===== src/rtl/matrix_framebuffer.sv =====
// Double-buffered pixel store for the dual 8x8 LED matrix scanner; swaps on a frame boundary.
// Optional build macro MATRIX_FB_CLEAR_EN: zero the new back buffer row-by-row after each swap.
module matrix_framebuffer #(
    parameter int ROWS = 8,
    parameter int COLS = 8
) (
    input  logic                      clk,
    input  logic                      rst_n,
    input  logic [$clog2(ROWS)-1:0]   scan_row,
    output logic [COLS-1:0]           pixels_left,
    output logic [COLS-1:0]           pixels_right,
    input  logic                      wr_valid,
    output logic                      wr_ready,
    input  logic [$clog2(ROWS)-1:0]   wr_row,
    input  logic [2*COLS-1:0]         wr_data,
    input  logic                      commit,
    output logic                      swap_done
);

    localparam int RW = $clog2(ROWS);
    localparam int DW = 2 * COLS;

    localparam logic [1:0] ST_IDLE    = 2'd0;
    localparam logic [1:0] ST_PENDING = 2'd1;
    localparam logic [1:0] ST_SWAP    = 2'd2;
`ifdef MATRIX_FB_CLEAR_EN
    localparam logic [1:0] ST_CLEAR   = 2'd3;
`endif

    logic [DW-1:0] r_buf [2][ROWS];
    logic          r_front_sel;
    logic [1:0]    r_state;
    logic [1:0]    w_state_nxt;
    logic [RW-1:0] r_prev_row;
    logic          r_wr_ready;
    logic          r_swap_done;
    logic          w_boundary;
    logic          w_wr_fire;
    logic          w_wr_in_range;
    logic          w_back_sel;
    logic [DW-1:0] w_front_row;
`ifdef MATRIX_FB_CLEAR_EN
    logic [RW-1:0] r_clr_row;
`endif

    assign w_boundary    = (r_prev_row == RW'(ROWS - 1)) && (scan_row == '0);
    assign w_wr_fire     = wr_valid && r_wr_ready;
    assign w_wr_in_range = (int'(wr_row) < ROWS);
    assign w_back_sel    = ~r_front_sel;

    assign wr_ready     = r_wr_ready;
    assign swap_done    = r_swap_done;
    assign pixels_left  = w_front_row[DW-1:COLS];
    assign pixels_right = w_front_row[COLS-1:0];

    // Front-buffer row lookup for the scanner; out-of-range rows read blank.
    always_comb begin
        w_front_row = '0;
        if (int'(scan_row) < ROWS) begin
            w_front_row = r_buf[r_front_sel][scan_row];
        end else begin
            w_front_row = '0;
        end
    end

    // Swap sequencing: a commit waits for the scanner's last-row-to-row-0 wrap.
    always_comb begin
        w_state_nxt = r_state;
        case (r_state)
            ST_IDLE: begin
                if (commit) w_state_nxt = ST_PENDING;
                else        w_state_nxt = ST_IDLE;
            end
            ST_PENDING: begin
                if (w_boundary) w_state_nxt = ST_SWAP;
                else            w_state_nxt = ST_PENDING;
            end
`ifdef MATRIX_FB_CLEAR_EN
            ST_SWAP:  w_state_nxt = ST_CLEAR;
            ST_CLEAR: begin
                if (r_clr_row == RW'(ROWS - 1)) w_state_nxt = ST_IDLE;
                else                            w_state_nxt = ST_CLEAR;
            end
`else
            ST_SWAP:  w_state_nxt = ST_IDLE;
`endif
            default:  w_state_nxt = ST_IDLE;
        endcase
    end

    // Control registers; handshake outputs are registered from the next-state decode.
    always_ff @(posedge clk or negedge rst_n) begin
        if (!rst_n) begin
            r_state     <= ST_IDLE;
            r_prev_row  <= '0;
            r_front_sel <= 1'b0;
            r_wr_ready  <= 1'b1;
            r_swap_done <= 1'b0;
        end else begin
            r_state     <= w_state_nxt;
            r_prev_row  <= scan_row;
            r_front_sel <= (r_state == ST_SWAP) ? ~r_front_sel : r_front_sel;
            r_wr_ready  <= (w_state_nxt == ST_IDLE);
            r_swap_done <= (w_state_nxt == ST_SWAP);
        end
    end

`ifdef MATRIX_FB_CLEAR_EN
    // Clear-row walker, restarted at row 0 for every clear pass.
    always_ff @(posedge clk or negedge rst_n) begin
        if (!rst_n) begin
            r_clr_row <= '0;
        end else if (r_state == ST_CLEAR) begin
            r_clr_row <= r_clr_row + RW'(1);
        end else begin
            r_clr_row <= '0;
        end
    end
`endif

    // Pixel storage: writes only ever touch the back buffer; out-of-range rows are dropped.
    always_ff @(posedge clk or negedge rst_n) begin
        if (!rst_n) begin
            for (int b = 0; b < 2; b++) begin
                for (int r = 0; r < ROWS; r++) begin
                    r_buf[b][r] <= '0;
                end
            end
        end else begin
            if (w_wr_fire && w_wr_in_range) begin
                r_buf[w_back_sel][wr_row] <= wr_data;
            end
`ifdef MATRIX_FB_CLEAR_EN
            if (r_state == ST_CLEAR) begin
                r_buf[w_back_sel][r_clr_row] <= '0;
            end
`endif
        end
    end

endmodule


===== config.mk =====
export PLATFORM = sky130hd
export DESIGN_NAME = matrix_framebuffer
export DESIGN_NICKNAME = d
export VERILOG_FILES = /design/src/rtl/matrix_framebuffer.sv
export SDC_FILE = /design/constraint.sdc
export NUM_CORES = 1
export LEC_CHECK = 0
export BUFFER_PORTS_ARGS = -buffer_cell sky130_fd_sc_hd__clkbuf_2
export CORE_ASPECT_RATIO = 1.2
export CORE_UTILIZATION = 45
export DETAILED_ROUTE_END_ITERATION = 8
export PLACE_DENSITY = 0.69
export SYNTH_ARGS = -nofsm -noshare
export SYNTH_HDL_FRONTEND = slang
export SYNTH_SLANG_ARGS = --single-unit

===== constraint.sdc =====
create_clock -name clk -period 2.4 [get_ports clk]
set_input_delay 0.24 -clock clk [delete_from_list [all_inputs] [get_ports clk]]
set_output_delay 0.24 -clock clk [all_outputs]
set_load 0.01 [all_outputs]

==> flow_metrics.tcl <==
set metrics [dict create \
    power_leakage_nw 6.71 \
    max_stage_delay_ns 0.53 \
    synth_seq_cells 264 \
    final-max-slew-violation-count 0 \
    crit_buf_inv 2 \
    global_route.usage.total_pct 21.8 \
    final-instance-count-excl-fill 1169 \
    die_h_um 181 \
    layout_min_cycle_time_ns 2.44 \
    net-switching-power_w 0.00219 \
    area_delta_synth_final_pct 15.4 \
    wl_mm 28.4 \
    cts.reportedPaths.clkPinSlew_ns 0.06 \
    mostFrequentLayoutCell "mux2_2" \
    clk_latency_ns 0.53 \
    synth_enable_flop_cells 0 \
    synth-main-ff-cell "dfrtp_1" \
    port-buffer-count 43 \
    tightestPinTransition_ns 0.554 \
    drt_pre_antenna_iters 6 \
    place_area_um2 12900 \
    wire_length_of_the_first_global_routing_pass_mm 45.1 \
    vdd_drop_max_uv 558 \
    netlist_instances 753 \
    chipWidth_um 152 \
    wire_per_inst_um 24.3 \
    initial_core_util_pct 45.8 \
    setup.worst_path.end_class "primary output" \
    floorplan.io_pins 44 \
    seq_area_frac_synth_pct 54.7 \
    cts_buffers 28 \
    drt-initial-drc-count 417 \
    layout_common_cells "266 x mux2_2, 262 x dfrtp_1, 53 x mux4_2, 41 x clkbuf_2, 33 x buf_4" \
    failed_checks "setup timing" \
    setup.worst_path.class "register to primary output" \
    yosys.area.top_type "dfrtp_1" \
    postSynthNetCount 779 \
    final.period_utilization_pct 102 \
    drv.max_cap_violation_count 0 \
    finalWeightedCongestion 0.779 \
    p_sw_share_pct 22.0 \
    final-setup-viol-count 1 \
    hold_path_class "primary input to register" \
    postRouteAntennaNets 0 \
    fmax_mhz 409 \
    post_synth_main_area_contributors "dfrtp_1 54%, mux2_2 25%, mux4_2 9.9%, mux2_4 1.2%, mux2i_1 1.2%" \
    fin_setup_tns_ns -0.0432 \
    crit_path_cell_trace "buf_12 -> mux4_2 -> mux2i_1 -> mux2i_1 -> clkbuf_2" \
    synth_async_sr_flop_share_pct 100 \
    placedCellCount 1112 \
    finish.net_count 838 \
    total_power_w 0.00995 \
    grt_use_met1_pct 29.2 \
    pin_count_of_the_biggest_net_entering_global_routing 65 \
    die_area_um2 27500 \
    clk_path_buf_depth 3 \
    synthesis.yosys.warnings 0 \
    synth_area_um2 12100 \
    core_area_um2 26400 \
    p_int_w 0.00776 \
    cpMaxStageDelayCell "mux4_2" \
    pwr-share-seq_pct 48.0 \
    global_route.usage.met3_pct 3.07 \
    most_prevalent_standard_cell_on_the_critical_path "mux2i_1" \
    cellPowerDensity_nw_per_um2 714 \
    cp.required_ns 2.16 \
    grt_use_met2_pct 36.9 \
    clockPowerShare_pct 44.6 \
    cts.htree.levels 1 \
    hpwlAfterDp_mm 18.2 \
    gr-total-overflow 0 \
    fill_cells 2125 \
    postLayoutCellArea_um2 13900 \
    synth.avg_cell_area_um2 16.0 \
    worst_setup_sp_type "register" \
    post_place_setup_slack_ns 0.336 \
    antenna_found_initial 0 \
    fin_ws_ns -0.0432 \
    busiest_layer "met2" \
    residual_drc 0 \
    vias 6867 \
    antennaDiodeCount 0 \
    maxSlewHeadroom_pct 63.1 \
    drive_gt1_share_pct 59.2 \
    rsz0062_at_grt "true" \
    cts.root.buffer_cell "clkbuf_16" \
    cts_tree "yes" \
    row_count 65 \
    timing_hold_violations_final 0 \
    timing.critical_path.max_delay_family "multiplexers" \
    via_cell_ratio 5.87 \
    timing.clock.skew_ns 0.0111 \
    clock-sinks 264 \
    synth.lib_cells_used.distinct 34 \
    cp.arrival_ns 2.20 \
    run_status "complete, but fails checks" \
    synthDominantCellAreaShare_pct 54.5 \
    via_count_of_the_first_global_routing_pass 7736 \
    critPathMaxFanout 13 \
    combinationalPowerShare_pct 7.3 \
]
## state kept, by name, indices dropped and copies added, names as in the netlist
register and flops:
swap_done 1, r_prev_row 3, r_buf 256, r_state 2, wr_ready 1, r_front_sel 1
## final cells by class
| class | count | area [um2] | area share (%) |
|---|---|---|---|
| Tap cell | 335 | 419 | 3.01 |
| Multi-Input combinational cell | 427 | 5190 | 37.2 |
| Clock buffer | 43 | 848 | 6.09 |
| Sequential cell | 264 | 6610 | 47.4 |
| Timing Repair Buffer | 91 | 751 | 5.39 |
| Clock inverter | 9 | 120 | 0.862 |
## final timing paths
kind                                         startpoint                      end  slack (ns)  cells past startpoint
worst max register to register  r_front_sel$_DFFE_PN0N_   r_buf[247]$_DFFE_PN0P_        0.29                      6
worst min-delay path                        scan_row[2]  r_prev_row[2]$_DFF_PN0_        0.04                      1
worst max-delay path            r_front_sel$_DFFE_PN0N_           pixels_left[1]       -0.04                      5
worst min register to register     r_state[0]$_DFF_PN0_       wr_ready$_DFF_PN1_        0.48                      1
max in group asynchronous                         rst_n   r_buf[216]$_DFFE_PN0P_        1.35                      3
min in group asynchronous                         rst_n   r_buf[204]$_DFFE_PN0P_        0.27                      2
## synthesized netlist by cell type, types with 2 or more instances
library cell / instances
dfrtp_1: 263
nand4_1: 3
mux4_2: 53
mux2_1: 2
o221ai_1: 11
mux2i_1: 15
buf_2: 16
nor2_2: 5
buf_6: 6
nand2b_1: 2
nand4b_1: 2
nand2b_4: 2
clkbuf_1: 27
mux2_4: 10
or3_1: 2
o21ai_0: 11
nor2b_1: 13
nor2_1: 4
buf_4: 12
nor3_2: 5
mux2_2: 266
a22oi_1: 11
## layer usage
layer	share of wire (%)	vias up
met5	0	-
met4	2.0	0
met3	5.0	48
met2	51	166
met1	42	3724
li1	-	2929
## power by group through the flow
stage | Clock [W] | Sequential, W | Combinational (W)
global route | 0.00475 | 0.00480 | 0.000793
CTS | 0.00455 | 0.00478 | 0.000748
detailed placement | 0 | 0.00485 | 0.000718
global placement | 0 | 0.00483 | 0.000685
finish | 0.00444 | 0.00478 | 0.000731
floorplan | 0 | 0.00481 | 0.000441
## kinds of logic (layout without fill, tap and decap cells)
| logic type | Yosys count | count (layout) | synth area share, % |
|---|---|---|---|
| muxes | 346 | 346 | 37.3 |
| DFF | 264 | 264 | 54.7 |
| buffers and inverters | 62 | 143 | 2.97 |
| and+or+nand+nor | 46 | 46 | 2.91 |
| AOI/OAI and AO/OA | 34 | 34 | 2.00 |
| xor gates and xnor gates | 1 | 1 | 0.0725 |
## metrics by stage
step                util, %  hold WS (ns)
finish                 52.9        0.0369
global route           52.9        0.0206
CTS                    52.9        0.0106
detailed placement     48.8         0.248
global placement       48.8         0.228
floorplan                 -       -0.0556
## repair_timing
item | in CTS | in global routing
endpoints found under the setup margin | 14 | 16
hold buffers | 2 | 0
gates cloned | 1 | 0
buffers inserted | 3 | 0
gates resized for setup | 21 | 6
endpoints found under the hold margin | 61 | 0
Power figures use the tool's default switching activity.
